File: config.mk
export PLATFORM = sky130hd
export DESIGN_NAME = gray_bin_stream
export DESIGN_NICKNAME = d
export VERILOG_FILES = /design/src/rtl/gray_bin_stream.sv
export SDC_FILE = /design/constraint.sdc
export NUM_CORES = 1
export LEC_CHECK = 0
export CELL_PAD_IN_SITES_DETAIL_PLACEMENT = 0
export CELL_PAD_IN_SITES_GLOBAL_PLACEMENT = 1
export CORE_UTILIZATION = 39
export DETAILED_ROUTE_END_ITERATION = 12
export PLACE_DENSITY_LB_ADDON = 0.1
export SLEW_MARGIN = 25
export SYNTH_ARGS = -nofsm -noshare
export SYNTH_HDL_FRONTEND = slang
export SYNTH_SLANG_ARGS = --single-unit
File: constraint.sdc
create_clock -name clk -period 2 [get_ports clk]
set_input_delay 0.4 -clock clk [delete_from_list [all_inputs] [get_ports clk]]
set_output_delay 0.4 -clock clk [all_outputs]
set_load 0.05 [all_outputs]
File: src/rtl/gray_bin_stream.sv
// gray_bin_stream
//   Streaming Gray<->binary converter with a per-beat direction select,
//   a 2-entry output skid buffer (registered in_ready), and an optional
//   Gray-sequence adjacency check with a saturating error counter.
//
// Ports:
//   clk        rising-edge clock
//   rst        synchronous active-high reset
//   in_valid   input beat valid
//   in_ready   block can accept a beat (registered)
//   in_data    input code word [W]
//   in_mode    0 = Gray->binary, 1 = binary->Gray, sampled with the beat
//   out_valid  output beat valid
//   out_ready  downstream accepts
//   out_data   converted word [W]
//   out_mode   mode of this beat
//   err_out    adjacency violation for this beat (always 0 for mode-1 beats)
//   err_cnt    number of flagged beats, saturating [CNT_W]
module gray_bin_stream #(
  parameter int W            = 8,
  parameter int CHECK_EN     = 1,
  parameter int ALLOW_REPEAT = 1,
  parameter int CNT_W        = 16
) (
  input  logic             clk,
  input  logic             rst,
  input  logic             in_valid,
  output logic             in_ready,
  input  logic [W-1:0]     in_data,
  input  logic             in_mode,
  output logic             out_valid,
  input  logic             out_ready,
  output logic [W-1:0]     out_data,
  output logic             out_mode,
  output logic             err_out,
  output logic [CNT_W-1:0] err_cnt
);

  // Head (output) entry
  logic             head_v_q, head_v_d;
  logic [W-1:0]     head_dat_q, head_dat_d;
  logic             head_m_q, head_m_d;
  logic             head_e_q, head_e_d;
  // Skid (second) entry
  logic             skid_v_q, skid_v_d;
  logic [W-1:0]     skid_dat_q, skid_dat_d;
  logic             skid_m_q, skid_m_d;
  logic             skid_e_q, skid_e_d;
  // Handshake, adjacency reference and error counter
  logic             rdy_q, rdy_d;
  logic [W-1:0]     ref_q, ref_d;
  logic             ref_v_q, ref_v_d;
  logic [CNT_W-1:0] cnt_q, cnt_d;

  logic [W-1:0]     bin_w, gray_w, conv_w, diff_w;
  logic             multi_w, zero_w, flag_w;
  logic             push, pop;

  // Gray -> binary: prefix XOR from the MSB downwards
  always_comb begin
    bin_w        = '0;
    bin_w[W-1]   = in_data[W-1];
    for (int unsigned k = 1; k < W; k++) begin
      bin_w[W-1-k] = bin_w[W-k] ^ in_data[W-1-k];
    end
  end

  assign gray_w = in_data ^ (in_data >> 1);
  assign conv_w = in_mode ? gray_w : bin_w;

  // Hamming distance classification without a popcount:
  // d==0 iff diff is zero, d>1 iff clearing the lowest set bit leaves bits set.
  assign diff_w  = in_data ^ ref_q;
  assign zero_w  = (diff_w == '0);
  assign multi_w = ((diff_w & (diff_w - W'(1))) != '0);
  assign flag_w  = (CHECK_EN != 0) && !in_mode && ref_v_q &&
                   (multi_w || ((ALLOW_REPEAT == 0) && zero_w));

  assign push = in_valid & rdy_q;
  assign pop  = head_v_q & out_ready;

  always_comb begin
    head_v_d   = head_v_q;
    head_dat_d = head_dat_q;
    head_m_d   = head_m_q;
    head_e_d   = head_e_q;
    skid_v_d   = skid_v_q;
    skid_dat_d = skid_dat_q;
    skid_m_d   = skid_m_q;
    skid_e_d   = skid_e_q;
    ref_d      = ref_q;
    ref_v_d    = ref_v_q;
    cnt_d      = cnt_q;

    // in_ready is low whenever the skid entry is occupied, so a push
    // never coincides with a full skid.
    if (skid_v_q) begin
      if (pop) begin
        head_v_d   = 1'b1;
        head_dat_d = skid_dat_q;
        head_m_d   = skid_m_q;
        head_e_d   = skid_e_q;
        skid_v_d   = 1'b0;
      end
    end else if (!head_v_q || pop) begin
      head_v_d = push;
      if (push) begin
        head_dat_d = conv_w;
        head_m_d   = in_mode;
        head_e_d   = flag_w;
      end
    end else if (push) begin
      skid_v_d   = 1'b1;
      skid_dat_d = conv_w;
      skid_m_d   = in_mode;
      skid_e_d   = flag_w;
    end

    rdy_d = !skid_v_d;

    if (push && !in_mode) begin
      ref_d   = in_data;
      ref_v_d = 1'b1;
    end

    if (push && flag_w && (cnt_q != '1)) begin
      cnt_d = cnt_q + CNT_W'(1);
    end
  end

  always_ff @(posedge clk) begin
    if (rst) begin
      head_v_q   <= 1'b0;
      head_dat_q <= '0;
      head_m_q   <= 1'b0;
      head_e_q   <= 1'b0;
      skid_v_q   <= 1'b0;
      skid_dat_q <= '0;
      skid_m_q   <= 1'b0;
      skid_e_q   <= 1'b0;
      rdy_q      <= 1'b1;
      ref_q      <= '0;
      ref_v_q    <= 1'b0;
      cnt_q      <= '0;
    end else begin
      head_v_q   <= head_v_d;
      head_dat_q <= head_dat_d;
      head_m_q   <= head_m_d;
      head_e_q   <= head_e_d;
      skid_v_q   <= skid_v_d;
      skid_dat_q <= skid_dat_d;
      skid_m_q   <= skid_m_d;
      skid_e_q   <= skid_e_d;
      rdy_q      <= rdy_d;
      ref_q      <= ref_d;
      ref_v_q    <= ref_v_d;
      cnt_q      <= cnt_d;
    end
  end

  assign in_ready  = rdy_q;
  assign out_valid = head_v_q;
  assign out_data  = head_dat_q;
  assign out_mode  = head_m_q;
  assign err_out   = head_e_q;
  assign err_cnt   = cnt_q;

endmodule

Yosys cells after proc, flatten, opt, wreduce, memory -nomap -nowiden
Index checks and enable logic that the tools add are counted.
{"block": "word_totals", "input_bits": 13, "ff_bits": 48, "out_inout_bits": 28, "elab_cells": 65}
{"block": "classes", "n_bitwise": 14, "n_reduce_logical": 15, "n_eq_ne": 2, "n_mux": 20, "add_sub_neg": 2}
{"op": "8-bit two-way mux", "n": 5}
{"op": "16-bit by 1-bit adder with 16-bit output, second input constant", "n": 1}
{"op": "16-bit != test, second input constant", "n": 1}
{"op": "1-bit two-way mux", "n": 15}
{"op": "8-bit bitwise AND", "n": 1}
{"op": "8-bit nonzero test", "n": 1}
{"op": "8-bit by 1-bit subtractor with 8-bit output, second input constant", "n": 1}
{"op": "8-bit by 7-bit bitwise XOR with 8-bit output", "n": 1}
{"op": "8-bit bitwise XOR", "n": 1}
{"op": "1-bit bitwise XOR", "n": 7}
{"op": "3-bit AND reduction", "n": 2}
{"op": "1-bit logical AND", "n": 5}
{"op": "2-bit nonzero test", "n": 2}
{"op": "1-bit logical NOT", "n": 3}
{"op": "1-bit bitwise AND", "n": 2}
{"op": "2-bit by 1-bit != test with 1-bit output, second input constant", "n": 1}
{"op": "1-bit NOT", "n": 2}
{"op": "2-bit AND reduction", "n": 1}
{"op": "1-bit logical OR", "n": 1}

Longest topological paths before layout
{"block": "depth", "ltp_word": 11, "mapped_depth": 8, "mapped_depth_nobuf": 7}

Least setup slack after synthesis
OpenSTA, ideal clock, no wires.
{"block": "synth_timing", "kind": "flip-flop to flip-flop", "from": "register cnt_q[0] (netlist: err_cnt[0])", "to": "register cnt_q[0] (netlist: err_cnt[0])", "path_stages_with_launch": 8, "n_path_buf": 1, "arrival_time_ns": 2.106, "setup_ns": 0.132, "setup_slack_ns": -0.239, "cell_sequence": "dfxtp_1 > ha_1 > nand2_1 > or4_1 > nand2_1 > buf_2 > or3_1 > a21oi_1"}
{"block": "synth_between", "elab_chain_cells": 2, "elab_cells_between_ends": 3, "cone_classes": "add/sub: 1; eq/ne: 1; reduce/logical: 1"}
{"element": "start: declaration", "line_no": "53", "text": "logic [CNT_W-1:0] cnt_q, cnt_d;"}
{"element": "start signal: assignment", "line_no": "157", "text": "cnt_q <= cnt_d;"}
{"element": "branches (longest 2 deep; another with 16-bit by 1-bit adder with 16-bit output)"}
Parallel ways; which one is timed is not known.
A chain may end at the register's enable or synchronous reset.

Final worst setup path
{"block": "layout_timing", "from": "register cnt_q[7] (netlist: err_cnt[7])", "to": "output err_cnt[7]"}
{"element": "end: declaration", "line_no": "36", "text": "output logic [CNT_W-1:0] err_cnt"}
No word-level cell between the ends.

==> results.md <==
- Worst Path Required: 1.60 ns
- Layout cells sized above 1: 27.32%
- Synth top area share: 39.59%
- Worst reg-to-reg path cell count: 7
- Worst path cell trace: clkdlybuf4s50_1
- GR Overflow Total: 0
- Placed Area: 0.003172 mm2
- Skew-Pair Late Insertion Delay: 0.30 ns
- Post-DR wirelength/cell: 14.41 um
- Post-Synth XOR/XNOR Area: 9.742%
- PD cells: 670.4 mW/mm2
- Nets: 379
- Mux share of post-synthesis cell area: 6.701%
- RePlAce Congestion: 0.7831
- Post-Synth Simple-Gate Area: 22.73%
- Min-delay worst type: register to register
- Final Cell Area: 0.003527 mm2
- Setup TNS: 0 ns
- Multi-input gate area: 0.001511 mm2
- Global Route Usage Sum: 20.35%
- Fin Hold WS: 0.4598 ns
- DRC: 0
- Routed Antenna Nets: 0
- CORE AREA: 0.005956 mm2
- Dpl hpwl: 4361 um
- Post-Syn Instances: 288
- Share of flip-flops with an asynchronous set or reset: 0%
- Antenna violations before repair: 0
- Final Slew Violations: 0
- Skew final: 0.006617 ns
- Critical path class: register to output pin
- Routed vias: 2322
- FF/Latch Area: 985.9 um2
- Count leader, synth: dfxtp_1
- DRT Wirelength: 6353 um
- PortBufs: 40
- Max Cap Viol: 0
- Number of fill cells: 562
- IR drop worst, VDD: 0.5131 mV
- Lkg Pwr: 1.440 nW
- H-tree levels: 2
- Synth area leaders: dfxtp_1 (40%), a21oi_1 (6.0%), nor2_1 (5.9%)
- Die height: 80.89 um
- Seq/Total Area, Yosys: 39.59%
- Slew HR: 54.13%
- Initial core utilization: 40.76%
- Area grow syn2layout: 45.31%
- Buf+Inv Stages, Crit Path: 1
- Vias per Instance: 5.265
- Most common flop cell mapped by yosys: dfxtp_1
- Largest family of logic cells by synthesized area: simple AND/OR/NAND/NOR gates
- CTS Buf Count: 5
- Final hold violations: 0
- Post-synth EDFFs: 0
- CTS tree: done
- Critical path launch point type: register
- Post-synthesis adder-cell area fraction: 0.9278%
- Most common library cells after synthesis: dfxtp_1 (48), nor2_1 (38), a21oi_1 (29), nand2_1 (27), mux2i_1 (14)
- CP Max Fanout: 5
- Syn avg cell area: 8.428 um2
- Clock Tree Root: clkbuf_8
- Crit path DAT: 1.56 ns
- Yosys reg bits: 48
- Drt first pass iters: 4
- Clock Tree Buf Depth: 2
- Clock slew at reported path FFs: 0.09 ns
- Slew of the pin with the lowest slew margin: 0.6881 ns
- CP endpoint kind: output pin
- Final setup viols: 0
- Syn Std Cell Area: 0.002427 mm2
- Total power: 2.365 mW
- Max incr delay on CP: 0.84 ns
- Vias in the first global route: 2038
- Fin crit period: 1.958 ns
- Row cnt: 28
- Num ports: 41
- Status: finished clean
- Antenna Diode Count: 0
- Area fraction in compound gates after synthesis: 16.29%
- Final Cycle Share: 97.92%
- First-iteration detailed-routing DRC count: 73
- Yosys warnings: 0
- Die area: 0.006543 mm2
- FMAX: 510.6 MHz
- Leading area contributor after synthesis: dfxtp_1
- Hold Crit Depth: 2
- Clock sinks: 48
- Die W: 80.89 um
- Syn nets: 302
- Crit-path slowest cell: clkdlybuf4s50_1
- Largest net degree at the start of global routing: 35
- Post-synth cell types: 44
- Critical path depth: 1
- First-pass GRT wire length: 10040 um
- CP top delay family: buffers and inverters
[worst register-to-register path: stages, from the launching register on]
cell     delay (ns)
dfxtp_2        0.34
xnor2_2        0.16
a21oi_2        0.18
o32ai_2        0.12
a21o_4         0.26
buf_12         0.14
or4_1          0.50
a21oi_1        0.14
[cell type report]
class                   count  share of cell area, %
well taps                  75                  2.661
clock buffers               6                  2.341
inverters                   7                 0.7449
multi-input cells         217                  42.85
flip-flops and latches     48                  27.95
clock inverters             2                  1.100
repair buffers             86                  22.35
[where the power goes]
part           internal [mW]  switching, mW  total [mW]
Combinational          0.255          0.325       0.581
Clock                  0.409          0.343       0.752
Sequential              1.00         0.0318        1.03
Total                   1.66          0.700        2.36
[worst paths after layout]
path / start / slack [ns] / end
worst max register to register: ref_q[2] / 0.07 / err_cnt[10]
worst max-delay path: err_cnt[7] / 0.04 / err_cnt[7]
worst min register to register: skid_e_q / 0.46 / skid_e_q
worst min-delay path: skid_e_q / 0.46 / skid_e_q
[kinds of logic (layout without fill, tap and decap cells)]
group / Yosys count / after routing
DFF: 48 / 48
muxes: 16 / 16
buffers and inverters: 23 / 101
and+or+nand+nor: 112 / 112
xor gates and xnor gates: 23 / 23
adders and majority gates: 2 / 2
AOI/OAI and AO/OA: 64 / 64
[cells in the final DEF, fill, tap and decap left out, types with 9 or more instances in the layout]
| master | Yosys | routed |
|---|---|---|
| nor2_1 | 38 | 37 |
| dfxtp_1 | 48 | 32 |
| mux2i_1 | 14 | 14 |
| nand2_1 | 27 | 25 |
| clkdlybuf4s50_1 | 0 | 23 |
| dfxtp_2 | 0 | 14 |
| a21oi_1 | 29 | 27 |
| o31ai_1 | 9 | 9 |
| buf_4 | 0 | 44 |
| or4_1 | 12 | 11 |
[sequential cells by signal, indices dropped and copies added, names as in the netlist]
register and count:
skid_m_q 1, err_out 1, out_valid 1, in_ready 1
ref_v_q 1, skid_e_q 1, skid_v_q 1, skid_dat_q 8
ref_q 8, err_cnt 16, out_mode 1, out_data 8
[metal layers]
layer / up-vias / track usage (%) / routed length, um
met5: - / 0 / 0
met4: 0 / 5.893 / 72
met3: 7 / 3.371 / 202
met2: 41 / 29.75 / 2758
met1: 1100 / 30.30 / 3320
li1: 1174 / - / -
[repair_timing]
| action | 4_1_cts | 5_1_grt |
|---|---|---|
| gates resized for setup | 24 | 29 |
| gates cloned | 2 | 0 |
| buffers inserted | 3 | 1 |
| setup endpoints to repair | 24 | 21 |
| pin swaps | 12 | 14 |
| hold buffers | 0 | 0 |
[metrics by stage]
step                util [%]  setup WS, ns  std cells
detailed placement     53.26       -0.5777        427
finish                 59.22       0.04160        441
CTS                    57.65      0.008349        440
global route           59.22     -0.004110        441
global placement       53.26       -0.5198        427
floorplan                  -       0.03269        288
Power figures use the tool's default switching activity.
